`src/rtl/snap_irq_pkg.sv`:
```
// snap_irq_pkg
// Shared types and constants for the SNAP interrupt requester:
//   - irq_state_e     : requester FSM states
//   - DEF_*_WIDTH     : default field widths
//   - timer_width()   : bit width of the shared down counter
package snap_irq_pkg;

    typedef enum logic [1:0] {
        ST_IDLE       = 2'd0,
        ST_REQ        = 2'd1,
        ST_WAIT_CLEAR = 2'd2,
        ST_HOLDOFF    = 2'd3
    } irq_state_e;

    localparam int DEF_SRC_WIDTH = 64;
    localparam int DEF_CTX_WIDTH = 9;
    localparam int DEF_CNT_WIDTH = 16;

    // Counter must hold the larger of the two load values; never narrower than 1 bit.
    function automatic int timer_width(input int timeout_cycles, input int holdoff_cycles);
        int max_cycles;
        max_cycles = (timeout_cycles > holdoff_cycles) ? timeout_cycles : holdoff_cycles;
        return (max_cycles < 1) ? 1 : $clog2(max_cycles + 1);
    endfunction

endpackage

```
`src/rtl/snap_irq_requester_timer.sv`:
```
// irq_cycle_timer
// Loadable down counter shared by the request timeout and the re-arm holdoff.
// The count stops at zero, so a zero load never produces an expiry.
// Ports:
//   clk, rst_n   : clock, asynchronous active-low reset
//   load_i       : load load_val_i (takes priority over decrement)
//   load_val_i   : value to load
//   dec_i        : decrement this cycle
//   expire_o     : count is 1 while decrementing (reaches zero at this edge)
module irq_cycle_timer #(
    parameter int WIDTH = 11
) (
    input  logic             clk,
    input  logic             rst_n,
    input  logic             load_i,
    input  logic [WIDTH-1:0] load_val_i,
    input  logic             dec_i,
    output logic             expire_o
);

    localparam logic [WIDTH-1:0] ONE = WIDTH'(1);

    logic [WIDTH-1:0] count_q;
    logic [WIDTH-1:0] count_d;

    // Next count: load wins, otherwise decrement and stop at zero.
    always_comb begin
        count_d = count_q;
        if (load_i) begin
            count_d = load_val_i;
        end else if (dec_i && (count_q != '0)) begin
            count_d = count_q - ONE;
        end else begin
            count_d = count_q;
        end
    end

    // Count register.
    always_ff @(posedge clk or negedge rst_n) begin
        if (!rst_n) begin
            count_q <= '0;
        end else begin
            count_q <= count_d;
        end
    end

    assign expire_o = dec_i && (count_q == ONE);

endmodule

```
`src/rtl/snap_irq_requester.sv`:
```
// snap_irq_requester
// Turns the global register slave's level interrupt into the SNAP host
// request/acknowledge handshake. One request outstanding at a time; after an
// ack the level must be cleared by software, then a holdoff elapses before
// re-arming. A request without ack within TIMEOUT_CYCLES is dropped, flagged
// in o_timeout_err, and retried after the holdoff.
// Ports:
//   clk, rst_n                 : clock, asynchronous active-low reset
//   i_irq_level, i_enable      : level interrupt, request permit
//   i_irq_src, i_irq_ctx       : source/context, sampled at request launch
//   o_interrupt                : host request, held until ack or timeout
//   o_interrupt_src/_ctx       : latched source/context
//   i_interrupt_ack            : host acknowledge pulse
//   o_irq_count                : acknowledged requests, saturating
//   o_timeout_err, i_err_clear : sticky timeout flag and its clear
module snap_irq_requester
    import snap_irq_pkg::*;
#(
    parameter int SRC_WIDTH      = DEF_SRC_WIDTH,
    parameter int CTX_WIDTH      = DEF_CTX_WIDTH,
    parameter int TIMEOUT_CYCLES = 1024,
    parameter int HOLDOFF_CYCLES = 16,
    parameter int CNT_WIDTH      = DEF_CNT_WIDTH
) (
    input  logic                 clk,
    input  logic                 rst_n,
    input  logic                 i_irq_level,
    input  logic                 i_enable,
    input  logic [SRC_WIDTH-1:0] i_irq_src,
    input  logic [CTX_WIDTH-1:0] i_irq_ctx,
    output logic                 o_interrupt,
    output logic [SRC_WIDTH-1:0] o_interrupt_src,
    output logic [CTX_WIDTH-1:0] o_interrupt_ctx,
    input  logic                 i_interrupt_ack,
    output logic [CNT_WIDTH-1:0] o_irq_count,
    output logic                 o_timeout_err,
    input  logic                 i_err_clear
);

    localparam int                 TIMER_W     = timer_width(TIMEOUT_CYCLES, HOLDOFF_CYCLES);
    localparam logic [TIMER_W-1:0] TIMEOUT_VAL = TIMER_W'(TIMEOUT_CYCLES);
    localparam logic [TIMER_W-1:0] HOLDOFF_VAL = TIMER_W'(HOLDOFF_CYCLES);
    localparam logic [CNT_WIDTH-1:0] CNT_MAX   = {CNT_WIDTH{1'b1}};
    localparam logic [CNT_WIDTH-1:0] CNT_ONE   = CNT_WIDTH'(1);

    irq_state_e           state_q, state_d;
    logic                 interrupt_q, interrupt_d;
    logic [SRC_WIDTH-1:0] src_q, src_d;
    logic [CTX_WIDTH-1:0] ctx_q, ctx_d;
    logic [CNT_WIDTH-1:0] cnt_q, cnt_d;
    logic                 err_q, err_d;

    logic                 tmr_load_s;
    logic [TIMER_W-1:0]   tmr_val_s;
    logic                 tmr_dec_s;
    logic                 tmr_expire_s;

    irq_cycle_timer #(
        .WIDTH (TIMER_W)
    ) u_timer (
        .clk        (clk),
        .rst_n      (rst_n),
        .load_i     (tmr_load_s),
        .load_val_i (tmr_val_s),
        .dec_i      (tmr_dec_s),
        .expire_o   (tmr_expire_s)
    );

    // Next-state, output and timer control logic.
    always_comb begin
        state_d     = state_q;
        interrupt_d = interrupt_q;
        src_d       = src_q;
        ctx_d       = ctx_q;
        cnt_d       = cnt_q;
        tmr_load_s  = 1'b0;
        tmr_val_s   = '0;
        tmr_dec_s   = 1'b0;
        // Clear first so that a set in the same cycle below overrides it.
        if (i_err_clear) begin
            err_d = 1'b0;
        end else begin
            err_d = err_q;
        end

        case (state_q)
            ST_IDLE: begin
                if (i_irq_level && i_enable) begin
                    state_d     = ST_REQ;
                    interrupt_d = 1'b1;
                    src_d       = i_irq_src;
                    ctx_d       = i_irq_ctx;
                    tmr_load_s  = 1'b1;
                    tmr_val_s   = TIMEOUT_VAL;
                end else begin
                    state_d = ST_IDLE;
                end
            end

            ST_REQ: begin
                tmr_dec_s = 1'b1;
                // Ack is checked before expiry: a same-cycle ack is a success.
                if (i_interrupt_ack && interrupt_q) begin
                    state_d     = ST_WAIT_CLEAR;
                    interrupt_d = 1'b0;
                    if (cnt_q != CNT_MAX) begin
                        cnt_d = cnt_q + CNT_ONE;
                    end else begin
                        cnt_d = cnt_q;
                    end
                end else if (tmr_expire_s) begin
                    state_d     = ST_HOLDOFF;
                    interrupt_d = 1'b0;
                    err_d       = 1'b1;
                    tmr_load_s  = 1'b1;
                    tmr_val_s   = HOLDOFF_VAL;
                end else begin
                    state_d = ST_REQ;
                end
            end

            ST_WAIT_CLEAR: begin
                if (!i_irq_level) begin
                    state_d    = ST_HOLDOFF;
                    tmr_load_s = 1'b1;
                    tmr_val_s  = HOLDOFF_VAL;
                end else begin
                    state_d = ST_WAIT_CLEAR;
                end
            end

            ST_HOLDOFF: begin
                tmr_dec_s = 1'b1;
                if (tmr_expire_s) begin
                    state_d = ST_IDLE;
                end else begin
                    state_d = ST_HOLDOFF;
                end
            end

            default: begin
                state_d     = ST_IDLE;
                interrupt_d = 1'b0;
            end
        endcase
    end

    // State and output registers.
    always_ff @(posedge clk or negedge rst_n) begin
        if (!rst_n) begin
            state_q     <= ST_IDLE;
            interrupt_q <= 1'b0;
            src_q       <= '0;
            ctx_q       <= '0;
            cnt_q       <= '0;
            err_q       <= 1'b0;
        end else begin
            state_q     <= state_d;
            interrupt_q <= interrupt_d;
            src_q       <= src_d;
            ctx_q       <= ctx_d;
            cnt_q       <= cnt_d;
            err_q       <= err_d;
        end
    end

    assign o_interrupt     = interrupt_q;
    assign o_interrupt_src = src_q;
    assign o_interrupt_ctx = ctx_q;
    assign o_irq_count     = cnt_q;
    assign o_timeout_err   = err_q;

endmodule

```
`config.mk`:
```
export PLATFORM = sky130hd
export DESIGN_NAME = snap_irq_requester
export DESIGN_NICKNAME = d
export VERILOG_FILES = /design/src/rtl/snap_irq_pkg.sv /design/src/rtl/snap_irq_requester_timer.sv /design/src/rtl/snap_irq_requester.sv
export SDC_FILE = /design/constraint.sdc
export NUM_CORES = 1
export LEC_CHECK = 0
export CAP_MARGIN = 20
export CORE_ASPECT_RATIO = 0.9
export CORE_MARGIN = 2
export CORE_UTILIZATION = 30
export DETAILED_ROUTE_END_ITERATION = 7
export DONT_BUFFER_PORTS = 1
export PLACE_DENSITY = 0.55
export SYNTH_ARGS = -nofsm -noshare
export SYNTH_HDL_FRONTEND = slang
export SYNTH_SLANG_ARGS = --single-unit
```
`constraint.sdc`:
```
create_clock -name clk -period 4.9 [get_ports clk]
set_clock_uncertainty 0.05 [all_clocks]
set_input_delay 0.735 -clock clk [delete_from_list [all_inputs] [get_ports clk]]
set_output_delay 0.735 -clock clk [all_outputs]
set_load 0.05 [all_outputs]
```
Word-level counts from Yosys, hierarchy flattened
Cells that the tools add are included.
Word-level totals
  ROM bits: 0
  bits of input ports: 79
  bits in latches: 0
  word-level logic and storage cells: 55
  bits in writable memories: 0
  flip-flop bits (word level): 104
  memories kept: 0
  output and inout bits: 91
Cells by class
  divide/modulo/power cells: 0
  add/subtract/negate cells: 2
  mux-type cells: 27
  reduce and logical (&&, ||, !) cells: 12
  $lt $le $gt $ge: 0
  multiply operators: 0
  equality and inequality tests: 7
  bitwise operators: 0
  shifts and indexed selects: 0
Operators by type and width (number)
  11-bit two-way mux: 3
  11-bit one-hot mux with 3 select lines: 1
  16-bit by 1-bit adder with 16-bit output (second input constant): 1
  16-bit != test (second input constant): 1
  5-bit two-way mux: 3
  1-bit two-way mux: 14
  11-bit by 1-bit equality test with 1-bit output (second input constant): 1
  11-bit nonzero test: 1
  11-bit by 1-bit subtractor with 11-bit output (second input constant): 1
  2-bit one-hot mux with 4 select lines: 1
  2-bit two-way mux: 3
  3-bit AND reduction: 2
  2-bit equality test (second input constant): 2
  1-bit logical AND: 4
  2-bit nonzero test: 2
  3-bit != test (second input constant): 1
  1-bit one-hot mux with 3 select lines: 1
  2-bit by 1-bit equality test with 1-bit output (second input constant): 1
  2-bit logical NOT: 1
  2-bit != test (second input constant): 1
  1-bit one-hot mux with 2 select lines: 1
  2-bit AND reduction: 1
  2-bit OR reduction: 1

Longest topological paths before layout
Gate-level depths: netlist (run 1).
  word-level depth: 8
  depth in mapped cells: 7
  gate-level depth less buffers: 7

Cells and area by module
Synthesis (run 1) repeated with hierarchy kept, for this count alone.
Second synthesis, totals
  cell total of the unflattened synthesis: 341
  area, all modules: 4446.8 um^2
By module, submodules not included
  snap_irq_requester: times used 1, cells each 259, area each 3727.3 um^2, sequential area each 2327.2 um^2
  irq_cycle_timer: times used 1, cells each 82, area each 719.4 um^2, sequential area each 275.3 um^2

Least setup slack after synthesis (run 1)
Ideal clock, no wire load.
  path type: register -> register
  start point: register cnt_q[10] (netlist: o_irq_count[10])
  end point: register cnt_q[1] (netlist: o_irq_count[1])
  buffers on the path: 0
  library setup time: 0.128 ns
  cell stages (with the launch flop): 5
  arrival time: 1.750 ns
  clock period less this slack: 1.928 ns
  required time: 4.722 ns
  slack: 2.972 ns
  cells stage by stage: dfrtp_1 > nand4_1 > nor3_4 > a21oi_2 > mux2_1
On the way
  cells in the longest elaborated chain, start to end: 2
RTL lines
  start, declared: line snap_irq_requester.sv:50  | logic [CNT_WIDTH-1:0] cnt_q, cnt_d;
  start signal, assigned: line snap_irq_requester.sv:162  | cnt_q <= cnt_d;
  16-bit != test: line snap_irq_requester.sv:106  | if (cnt_q != CNT_MAX) begin
  3-bit AND reduction (no source line)
Every way passes these cells.
A chain may end at the register's enable or synchronous reset.

Final worst setup path (run 1)
  start point: register state_q[1]
  end point: register src_q[18] (netlist: o_interrupt_src[18])
On the way
  cells in the longest elaborated chain, start to end: 2
RTL lines
  start, declared: line snap_irq_requester.sv:46  | irq_state_e state_q, state_d;
  start signal, assigned: line snap_irq_requester.sv:158  | state_q <= state_d;
  2-bit logical NOT: line snap_irq_requester.sv:86  | case (state_q)
  2-bit AND reduction (no source line)
  end signal, assigned: line snap_irq_requester.sv:160  | src_q <= src_d;
  end, declared: line snap_irq_requester.sv:48  | logic [SRC_WIDTH-1:0] src_q, src_d;
Every way passes these cells.

==> qor.csv, run 1 <==
stage,metric,value,unit
worst_setup_path,cpPeakStageDelay,610,ps
synthesis,synth.distinct_cells,43,
placement,place.gp.congestion,0.730,
worst_setup_path,crit_chain,nand3b_1 > nor2_4 > buf_4 > mux2_2,
power_and_ir_drop,switching_power,2.02,mW
floorplan,io_pins,170,
routing,wirelength,8660,um
routing,wl_met2,3920,um
global_routing,grt_use_total,11.4,%
routing,ant_nets,0,
synthesis,synth_nets,400,
worst_setup_path,end_kind,register,
finish,fin_nets,406,
worst_setup_path,reg2reg_from,state_q[1]$_DFF_PN0_,
finish,drive_gt1_share,19.2,%
worst_setup_path,cpMaxStageDelayCell,nor2_4,
clocking,cts_buffers,9,
synthesis,ys_ff_latch,104,
clocking,htreeDepth,3,
clocking,cts_setup_buffers,0,
synthesis,synth_edf_count,0,
routing,via_per_inst,4.83,
finish,nFillCells,1372,
sta,worstMarginPinSlew,763,ps
routing,top_layer_used,met4,
sta,period_share,48.6,%
clocking,clk_path_buf_depth,2,
sta,setup_viol,0,
sta,maxSlewViolCount,0,
routing,drtPass1Iterations,5,
finish,multi_input_area,1680,um^2
clocking,clk_pin_slew,70,ps
synthesis,yosys_warnings,0,
finish,fin_util,34.7,%
synthesis,synthCells,317,
worst_setup_path,critPathRequiredTime,5070,ps
sta,fin_tns_setup,0,ps
routing,num_vias,2515,
finish,seq_area,2600,um^2
floorplan,die_h,118,um
worst_setup_path,path_class,reg -> reg,
power_and_ir_drop,p_leak,2.12,nW
run_status,status,"finished, final reports clean",
routing,drt-initial-drc-count,123,
sta,relSlewSlack,49.0,%
global_routing,grt_pass1_wl,13900,um
finish,final_common_cell,dfrtp_1,
finish,areaGrowthSynthToFinish,12.3,%
placement,io_buffer_count,0,
power_and_ir_drop,clkPwrFrac,18.5,%
worst_setup_path,startpoint_type,register,
power_and_ir_drop,power_density,806,nW/um^2
clocking,clk_latency,340,ps
power_and_ir_drop,peakVddDrop,0.351,mV
routing,drc,0,
clocking,tritoncts,done,
clocking,cts_sinks,104,
synthesis,postSynthAreaPerCell,13.8,um^2
power_and_ir_drop,p_comb_share,15.2,%
power_and_ir_drop,p_int,1.94,mW
sta,timing_hold_violations_final,0,
routing,drt-met1-wl,3560,um
sta,period_needed,2380,ps
finish,num_antenna_cells,0,
global_routing,grt_antenna_before_repair,0,
finish,final_cell_mix,"dfrtp_1 (104), mux2_1 (39), mux2_2 (35)",
clocking,cts_root_buffer,clkbuf_16,
sta,rsz0062_at_grt,no,
floorplan,row_count,41,
global_routing,first_global_vias,2566,
floorplan,fp.coreArea,14100,um^2
job,maxCapViolCount,0,
floorplan,die_width,131,um
synthesis,synth_ff_type,dfrtp_1,
synthesis,ys_async_sr_fraction,100,%
sta,fmax,0.420,GHz
floorplan,start_util,30.9,%
power_and_ir_drop,seqPwrFrac,66.3,%
placement,hpwl,6050,um
floorplan,die-area,15500,um^2
routing,wl_met3,987,um
worst_setup_path,crit_arrival,2560,ps
synthesis,synth-seq-area-share,59.6,%
synthesis,syn_area,4360,um^2
routing,wl_per_cell,16.6,um
global_routing,grt_max_degree,105,
global_routing,gr-total-overflow,0,
worst_hold_path,min_path_type,in -> async,
worst_setup_path,worst-path-max-fanout,31,
worst_setup_path,cp-startpoint,state_q[1]$_DFF_PN0_,
power_and_ir_drop,swShare,51.0,%
-- timing repair --
item | CTS | global route
hold buffers | 0 | 2
endpoints found under the hold margin | 0 | 17
endpoints found under the setup margin | 0 | 0
resized for setup | 0 | 0
-- registers in the layout (all words and copies together) (netlist names) --
register,flops
o_interrupt_ctx,9
state_q,2
o_irq_count,16
o_interrupt,1
o_timeout_err,1
u_timer.count_q,11
o_interrupt_src,64
-- kinds of logic (layout without fill, tap and decap cells) --
family	after synthesis	after routing	share of synthesized area [%]
AOI/OAI and AO/OA	26	26	4.73
xor gates and xnor gates	20	20	4.01
adders and majority gates	4	4	1.15
buffers and inverters	17	28	1.95
DFF	104	104	59.6
muxes	74	74	19.1
and+or+nand+nor	72	72	9.43
-- cell type report --
type | instances | area share, %
Clock buffer | 10 | 4.88
Clock inverter | 6 | 1.38
Inverter | 8 | 0.613
Multi-Input combinational cell | 196 | 34.4
Sequential cell | 104 | 53.1
Tap cell | 193 | 4.93
Timing Repair Buffer | 4 | 0.715
-- per-stage QoR --
stage               setup WS (ps)  hold WS, ps  std cells  area [um^2]  total power, mW
finish                       2520         32.0        521         4900             3.95
global route                 2310         4.39        521         4900             4.15
CTS                          2450      0.00355        519         4880             4.00
detailed placement           2280          392        503         4570             3.25
global placement             2340          392        503         4570             3.22
floorplan                    2970          389        317         4360             3.06
-- cell usage after synthesis, types with 4 or more instances --
cell	n	share of area (%)
nand3_1	12	1.4
xnor2_1	9	1.8
inv_1	8	0.69
buf_4	4	0.69
mux2_1	39	10
mux2_2	35	9.0
nand4b_1	4	0.80
a21oi_1	10	1.1
buf_2	5	0.57
nand2_1	14	1.2
xor2_1	11	2.2
nor2_1	19	1.6
dfrtp_1	104	60
ha_1	4	1.1
-- worst max-delay path, delay by kind of cell, from the launching register on --
kind / cells / cell delay (ps)
simple gates: 2 / 860
mux: 1 / 390
flops: 1 / 450
buf+inv: 1 / 490
-- per-layer routing --
layer / vias to the layer above / global-route usage, %
li1: 1130 / -
met1: 1243 / 13.8
met2: 125 / 16.8
met3: 17 / 6.48
met4: 0 / 4.76
met5: - / 0
-- worst paths after layout --
kind / end / slack [ps] / cells past startpoint
max: o_interrupt_src[18]$_DFFE_PN0P_ / 2520 / 4
min: o_irq_count[2]$_DFFE_PN0P_ / 30 / 0
max reg2reg: o_interrupt_src[18]$_DFFE_PN0P_ / 2520 / 4
min reg2reg: u_timer.count_q[9]$_DFFE_PN0P_ / 500 / 2
max in group asynchronous: o_irq_count[11]$_DFFE_PN0P_ / 3480 / 1
min in group clk: o_interrupt_src[57]$_DFFE_PN0P_ / 470 / 1
-- power by group through the flow --
| stage | registers, mW | clock network (mW) | logic, mW |
|---|---|---|---|
| detailed placement | 2.64 | 0 | 0.611 |
| global route | 2.67 | 0.797 | 0.686 |
| global placement | 2.64 | 0 | 0.579 |
| floorplan | 2.54 | 0 | 0.528 |
| finish | 2.62 | 0.729 | 0.601 |
| CTS | 2.62 | 0.763 | 0.608 |
No activity file was read; power rests on OpenSTA's default activity.
==> inputs of run 2 (changes only) <==
clock period = 2.4 ns   (was 4.9 ns; I/O delays follow)
==> run 2 against run 1 <==
  * The run now ends with hold timing left
  * Setup slack worse by 2000 ps
  * First-iteration DRC count is 45% lower
  * Critical path depth is 3 higher
  * Die area stayed put
  * Via count is 2.1% higher
  * Design area is 2.5% higher
  * Maximum frequency is 24% higher
  * Highest routed layer unchanged
  * Critical endpoint is now u_timer.count_q[10]$_DFFE_PN0P_
  * Worst hold slack worse by 370 ps
==> qor.csv, run 2 (synthesis gave the netlist of run 1 again) <==
stage,metric,value,unit,change
run_status,status,"complete, but fails checks",,"was finished, final reports clean"
run_status,violations,hold timing,,
routing,drt-initial-drc-count,68,,was 123
routing,drc,0,,unchanged
power_and_ir_drop,seqPwrFrac,64.4,%,was 66.3%
finish,nFillCells,1381,,was 1372
sta,postLayoutSetupSlackWorst,474,ps,was 2520 ps
finish,final_cell_mix,"dfrtp_1 (104), mux2_1 (39), mux2_2 (35)",,unchanged
finish,multi_input_area,1680,um^2,unchanged
worst_setup_path,startpoint_type,register,,unchanged
placement,pre_cts_slack,470,ps,was 2280 ps
sta,fmax,0.519,GHz,was 0.420 GHz
floorplan,die-area,15500,um^2,unchanged
floorplan,row_count,41,,unchanged
clocking,post_cts_resized,0,,unchanged
routing,num_vias,2567,,was 2515
sta,rsz0062_at_grt,no,,unchanged
power_and_ir_drop,power_density,1620,nW/um^2,was 806 nW/um^2
finish,fin_util,35.6,%,was 34.7%
placement,place.gp.congestion,0.759,,was 0.730
floorplan,io_pins,170,,unchanged
power_and_ir_drop,p_comb_share,17.2,%,was 15.2%
routing,wirelength,8770,um,was 8660 um
worst_setup_path,critPathRequiredTime,2580,ps,was 5070 ps
job,maxCapViolCount,0,,unchanged
worst_setup_path,end_kind,register,,unchanged
clocking,cts_root_buffer,clkbuf_16,,unchanged
routing,ant_nets,0,,unchanged
floorplan,start_util,30.9,%,unchanged
power_and_ir_drop,p_leak,2.21,nW,was 2.12 nW
placement,io_buffer_count,0,,unchanged
clocking,tritoncts,done,,unchanged
finish,final_common_cell,dfrtp_1,,unchanged
sta,hold_ws,-338,ps,was 32.0 ps
power_and_ir_drop,peakVddDrop,0.648,mV,was 0.351 mV
clocking,clk_pin_slew,70,ps,about the same
power_and_ir_drop,p_int,4.04,mW,was 1.94 mW
global_routing,grt_antenna_before_repair,0,,unchanged
sta,period_needed,1930,ps,was 2380 ps
power_and_ir_drop,swShare,50.3,%,was 51.0%
sta,fin_tns_setup,0,ps,unchanged
routing,via_per_inst,4.80,,was 4.83
worst_setup_path,cpMaxStageDelayCell,dfrtp_1,,was nor2_4
worst_hold_path,min_path_type,in -> async,,unchanged
finish,fin_nets,421,,was 406
power_and_ir_drop,switching_power,4.10,mW,was 2.02 mW
routing,drtPass1Iterations,4,,was 5
global_routing,grt_max_degree,105,,unchanged
routing,wl_per_cell,16.4,um,was 16.6 um
clocking,cts_sinks,104,,unchanged
global_routing,first_global_vias,2679,,was 2566
sta,maxSlewViolCount,0,,unchanged
sta,setup_viol,0,,unchanged
worst_setup_path,cpPeakStageDelay,390,ps,was 610 ps
floorplan,fp.coreArea,14100,um^2,unchanged
finish,num_antenna_cells,0,,unchanged
finish,largest_reg_flops,64,,unchanged
worst_setup_path,worst-path-max-fanout,3,,was 31
floorplan,die_width,131,um,unchanged
global_routing,grt_pass1_wl,14100,um,was 13900 um
floorplan,die_h,118,um,unchanged
worst_setup_path,crit_chain,inv_1 > ha_1 > nor4b_1 > nand3_1 > o22ai_1 > nor4_1 > or2_1,,was nand3b_1 > nor2_4 > buf_4 > mux2_2
clocking,cts_buffers,9,,unchanged
power_and_ir_drop,clkPwrFrac,18.4,%,was 18.5%
global_routing,grt_use_total,11.5,%,was 11.4%
sta,period_share,80.2,%,was 48.6%
clocking,clk_latency,340,ps,about the same
finish,seq_area,2600,um^2,unchanged
placement,hpwl,6210,um,was 6050 um
worst_setup_path,crit_arrival,2100,ps,was 2560 ps
global_routing,gr-total-overflow,0,,unchanged
finish,areaGrowthSynthToFinish,15.1,%,was 12.3%
sta,relSlewSlack,63.9,%,was 49.0%
sta,worstMarginPinSlew,537,ps,was 763 ps
power_and_ir_drop,total_power,8.14,mW,was 3.95 mW
clocking,htreeDepth,3,,unchanged
finish,drive_gt1_share,22.8,%,was 19.2%
sta,timing_hold_violations_final,104,,was 0
worst_setup_path,path_class,reg -> reg,,unchanged
clocking,clk_path_buf_depth,2,,unchanged
[run 2: changes by cell type in the layout (fill, tap and decap cells not counted), sizes merged]
| cell | previous run | this run |
|---|---|---|
| buf | 2 | 19 |
| clkbuf | 10 | 13 |
| clkinv | 2 | 0 |
| dlygate4sd3 | 2 | 0 |
| clkinvlp | 2 | 1 |
| inv | 9 | 8 |
[run 2: power groups by stage]
stage	sequential, mW	clock [mW]	combinational, mW
after global placement	5.27	0	1.36
after floorplan	5.18	0	1.08
after detailed placement	5.29	0	1.42
final	5.24	1.50	1.40
after global routing	5.34	1.63	1.55
after CTS	5.26	1.56	1.42
[run 2: critical path, delay by kind of cell (launching register included)]
kind,cells,cell delay [ps]
AOI/OAI and AO/OA,1,240
adders and majority gates,1,180
buffers and inverters,1,100
DFF,1,390
and+or+nand+nor,4,860
[run 2: worst paths after layout]
| check | startpoint | to | slack, ps | cells past startpoint |
|---|---|---|---|---|
| worst max-delay path | u_timer.count_q[1]$_DFFE_PN0P_ | u_timer.count_q[10]$_DFFE_PN0P_ | 470 | 7 |
| worst min-delay path | rst_n | o_irq_count[1]$_DFFE_PN0P_ | -340 | 0 |
| worst max register to register | u_timer.count_q[1]$_DFFE_PN0P_ | u_timer.count_q[10]$_DFFE_PN0P_ | 470 | 7 |
| worst min register to register | o_irq_count[2]$_DFFE_PN0P_ | o_irq_count[2]$_DFFE_PN0P_ | 480 | 1 |
| max in group asynchronous | rst_n | o_interrupt_src[53]$_DFFE_PN0P_ | 2500 | 0 |
| min in group clk | i_irq_src[57] | o_interrupt_src[57]$_DFFE_PN0P_ | 100 | 1 |
[run 2: stage by stage]
step,instance area [um^2],cells
after floorplan,4360,317
after global placement,4710,520
after detailed placement,4710,520
after CTS,5020,535
after global routing,5020,535
final,5020,535
[run 2: per-layer routing]
layer | global-route usage (%) | vias to the layer above | wire length [um]
met5 | 0 | - | 0
met4 | 4.48 | 0 | 172
met3 | 5.32 | 13 | 834
met2 | 17.9 | 124 | 4090
met1 | 13.8 | 1280 | 3680
li1 | - | 1150 | -
[run 2: cell type report]
| cell class | instances | area share [%] |
|---|---|---|
| Sequential cell | 104 | 51.8 |
| Multi-Input combinational cell | 196 | 33.5 |
| Clock buffer | 13 | 5.38 |
| Tap cell | 193 | 4.81 |
| Timing Repair Buffer | 19 | 3.09 |
| Clock inverter | 2 | 0.748 |
| Inverter | 8 | 0.598 |
[run 2: repair_timing]
item,in CTS,in global routing
endpoints found under the hold margin,104,104
setup buffers,0,0
setup endpoints to repair,0,0
==> inputs of run 3 (changes only) <==
ABC_AREA = 1   (was not set)
PLACE_DENSITY = 0.56   (was 0.55)
clock period = 1.6 ns   (was 2.4 ns; I/O delays follow)
==> run 3 against run 2 <==
  * The run ends with hold timing, setup timing left
  * Total power shrank 36%
  * Sequential share of layout area is 12 points lower
  * Setup slack worse by 500 ps
  * Combinational power fell by 89%
  * Cell count grew 69%
  * Design area up 31%
  * Critical path type unchanged
  * Largest power group unchanged
==> qor.csv, run 3 <==
stage,metric,value,unit,change
run_status,status,"complete, but fails checks",,unchanged
run_status,violations,"hold timing, setup timing",,was hold timing
worst_setup_path,path_class,reg -> reg,,unchanged
synthesis,yosys.area_share.simple,31.5,%,was 9.43%
floorplan,die-area,16500,um^2,was 15500 um^2
clocking,clk_pin_slew,70,ps,about the same
floorplan,fp.coreArea,15300,um^2,was 14100 um^2
global_routing,met3_usage,5.58,%,was 5.32%
global_routing,use_met2,27.1,%,was 17.9%
sta,maxSlewViolCount,0,,unchanged
placement,place_area,5270,um^2,was 4710 um^2
global_routing,grt_max_degree,105,,unchanged
synthesis,synth_nets,648,,was 400
finish,drive_gt1_share,20.6,%,was 22.8%
sta,worstMarginPinSlew,525,ps,was 537 ps
worst_setup_path,end_kind,register,,unchanged
routing,drt-initial-drc-count,198,,was 68
sta,fmax,0.615,GHz,was 0.519 GHz
worst_setup_path,cpMaxStageDelayCell,dfrtp_1,,unchanged
worst_setup_path,reg2reg_from,u_timer.count_q[4]$_DFFE_PN0P_,,was u_timer.count_q[1]$_DFFE_PN0P_
synthesis,yosys-top-cells-area,"dfrtp_1 (56%), nand2_1 (23%), nor2_1 (2.8%), inv_1 (2.6%), xor2_1 (1.9%)",,"was dfrtp_1 (60%), mux2_1 (10%), mux2_2 (9.0%), xor2_1 (2.2%), xnor2_1 (1.8%)"
sta,timing_hold_violations_final,104,,unchanged
worst_setup_path,cp-startpoint,u_timer.count_q[4]$_DFFE_PN0P_,,was u_timer.count_q[1]$_DFFE_PN0P_
synthesis,postSynthAreaPerCell,8.20,um^2,was 13.8 um^2
synthesis,synth_top_family_by_area,simple AND/OR/NAND/NOR gates,,was multiplexers
synthesis,yosys_warnings,0,,unchanged
clocking,cts_sinks,104,,unchanged
synthesis,ys_async_sr_fraction,100,%,unchanged
global_routing,gr-total-overflow,0,,unchanged
power_and_ir_drop,total_power,5.20,mW,was 8.14 mW
worst_setup_path,cpPeakStageDelay,390,ps,about the same
synthesis,synth_compound_area_share,3.37,%,was 4.73%
global_routing,grt_use_total,15.6,%,was 11.5%
synthesis,syn_area,4630,um^2,was 4360 um^2
floorplan,row_count,43,,was 41
synthesis,yosysTopAreaCellShare,56.2,%,was 59.6%
synthesis,synth.distinct_cells,28,,was 43
synthesis,synth_fa_ha_area_share,1.08,%,was 1.15%
global_routing,globalRouteMet1Util,18.1,%,was 13.8%
clocking,ctsHoldBuffers,74,,
synthesis,ys_ff_latch,104,,unchanged
synthesis,yosys-top-cells-count,"nand2_1 (289), dfrtp_1 (104), nor2_1 (34)",,"was dfrtp_1 (104), mux2_1 (39), mux2_2 (35)"
clocking,htreeDepth,3,,unchanged
sta,setup_viol,1,,was 0
global_routing,grt_antenna_before_repair,0,,unchanged
synthesis,synth_ff_type,dfrtp_1,,unchanged
worst_setup_path,crit_arrival,1810,ps,was 2100 ps
power_and_ir_drop,power_density,793,nW/um^2,was 1620 nW/um^2
job,maxCapViolCount,0,,unchanged
clocking,clk_latency,350,ps,was 340 ps
finish,fin_nets,782,,was 421
clocking,cts_buffers,9,,unchanged
sta,relSlewSlack,65.0,%,was 63.9%
clocking,cts_root_buffer,clkbuf_16,,unchanged
placement,io_buffer_count,0,,unchanged
floorplan,start_util,30.3,%,was 30.9%
power_and_ir_drop,p_leak,3.35,nW,was 2.21 nW
synthesis,synthXorXnorAreaFrac,2.65,%,was 4.01%
synthesis,muxShareOfSynthArea,0,%,was 19.1%
synthesis,yosysTopAreaCell,dfrtp_1,,unchanged
finish,final_cell_mix,"nand2_1 (281), dfrtp_1 (94), dlygate4sd3_1 (74)",,"was dfrtp_1 (104), mux2_1 (39), mux2_2 (35)"
floorplan,die_h,122,um,was 118 um
global_routing,grt_most_used_layer,met2,,unchanged
finish,largest_reg_flops,64,,unchanged
worst_setup_path,cp_common_cell,nand2_1,,
sta,postLayoutSetupSlackWorst,-24.9,ps,was 474 ps
finish,final_common_cell,nand2_1,,was dfrtp_1
sta,rsz0062_at_grt,yes,,was no
routing,wirelength,12500,um,was 8770 um
clocking,clk_path_buf_depth,2,,unchanged
routing,wl_per_cell,13.8,um,was 16.4 um
synthesis,synth-seq-area-share,56.2,%,was 59.6%
clocking,tritoncts,done,,unchanged
sta,hold_ws,-470,ps,was -338 ps
routing,ant_nets,0,,unchanged
synthesis,synth_most_common_cell,nand2_1,,was dfrtp_1
worst_setup_path,crit_chain,nor2_2 > nand2_2 > nor2_4 > buf_6 > nand2_1 > nand2_1 > o21ai_1 > or2_2,,was inv_1 > ha_1 > nor4b_1 > nand3_1 > o22ai_1 > nor4_1 > or2_1
placement,hpwl,7890,um,was 6210 um
worst_setup_path,startpoint_type,register,,unchanged
finish,num_antenna_cells,0,,unchanged
sta,period_share,102,%,was 80.2%
routing,drc,0,,unchanged
global_routing,grt_pass1_wl,20200,um,was 14100 um
power_and_ir_drop,peakVddDrop,0.488,mV,was 0.648 mV
global_routing,first_global_vias,4177,,was 2679
worst_hold_path,min_path_type,in -> async,,unchanged
worst_setup_path,critPathRequiredTime,1780,ps,was 2580 ps
floorplan,io_pins,170,,unchanged
placement,pre_cts_slack,-95.5,ps,was 470 ps
placement,place.gp.congestion,0.802,,was 0.759
routing,drtPass1Iterations,4,,unchanged
floorplan,die_width,135,um,was 131 um
routing,via_per_inst,4.50,,was 4.80
routing,num_vias,4077,,was 2567
finish,areaGrowthSynthToFinish,41.5,%,was 15.1%
sta,period_needed,1620,ps,was 1930 ps
synthesis,synthCells,565,,was 317
synthesis,synth_edf_count,0,,unchanged
finish,fin_area,6560,um^2,was 5020 um^2
worst_setup_path,worst-path-max-fanout,3,,unchanged
==> run 3: cell types whose count changed after synthesis, moves of 4 or more <==
| cell | before | now |
|---|---|---|
| mux2_1 | 39 | 0 |
| nand2_1 | 14 | 289 |
| inv_1 | 8 | 32 |
| mux2_2 | 35 | 0 |
| xnor2_1 | 9 | 4 |
| nor3_1 | 1 | 8 |
| nor2_1 | 19 | 34 |
| clkbuf_1 | 0 | 8 |
| o21ai_0 | 1 | 8 |
| o21ai_2 | 0 | 7 |
| nand4_1 | 2 | 9 |
| nand4b_1 | 4 | 0 |
==> run 3: per-layer routing <==
| metal | vias to the layer above | wire length, um |
|---|---|---|
| met5 | - | 0 |
| met4 | 0 | 212 |
| met3 | 21 | 812 |
| met2 | 137 | 6340 |
| met1 | 1916 | 5110 |
| li1 | 2003 | - |
==> run 3: final cells by class <==
| class | count | area (um^2) |
|---|---|---|
| clock buffers | 12 | 256 |
| clock inverters | 4 | 76.3 |
| fillers | 1479 | 8720 |
| inverters | 35 | 139 |
| multi-input cells | 407 | 1920 |
| flip-flops and latches | 104 | 2620 |
| well taps | 202 | 253 |
| repair buffers | 142 | 1300 |
==> run 3: per-stage QoR <==
stage               cells  TNS [ps]  utilization, %  hold WS [ps]
floorplan             565     -2350               -          -106
global placement      805     -1990            34.5          -100
detailed placement    805     -4270            34.5          -100
CTS                   898         0            41.7          -483
global route          906      -740            42.9          -498
finish                906     -24.9            42.9          -470
==> run 3: path summary, 6_finish.rpt <==
path,to,slack (ps),cells past startpoint
worst max-delay path,state_q[1]$_DFF_PN0_,-20,8
worst min-delay path,u_timer.count_q[1]$_DFFE_PN0P_,-470,0
worst max register to register,state_q[1]$_DFF_PN0_,-20,8
worst min register to register,u_timer.count_q[10]$_DFFE_PN0P_,530,2
max in group asynchronous,o_interrupt_src[49]$_DFFE_PN0P_,1800,0
min in group clk,state_q[0]$_DFF_PN0_,80,3
==> run 3: power breakdown <==
group                switching [mW]  internal, mW  total [mW]
registers      0.000000000000000240          2.63        2.63
logic                        0.0314         0.121       0.152
clock network                 0.964          1.46        2.42
total                         0.995          4.21        5.20
==> run 3: worst max-delay path: cells and delay by family (launching register included) <==
| kind | cells | cell delay [ps] |
|---|---|---|
| simple gates | 6 | 870 |
| flops | 1 | 390 |
| buf+inv | 1 | 120 |
| compound gates | 1 | 80 |
==> run 3: logic make-up after synthesis <==
| kind of cell | count (synthesis) |
|---|---|
| xor+xnor | 14 |
| compound gates | 25 |
| simple gates | 364 |
| fa+ha+maj | 4 |
| flops | 104 |
| buf+inv | 54 |
==> run 3: what timing repair did <==
item,CTS,global route
pin swaps,2,9
gates resized for setup,6,39
endpoints found under the hold margin,178,104
buffers inserted,3,8
setup endpoints to repair,85,27
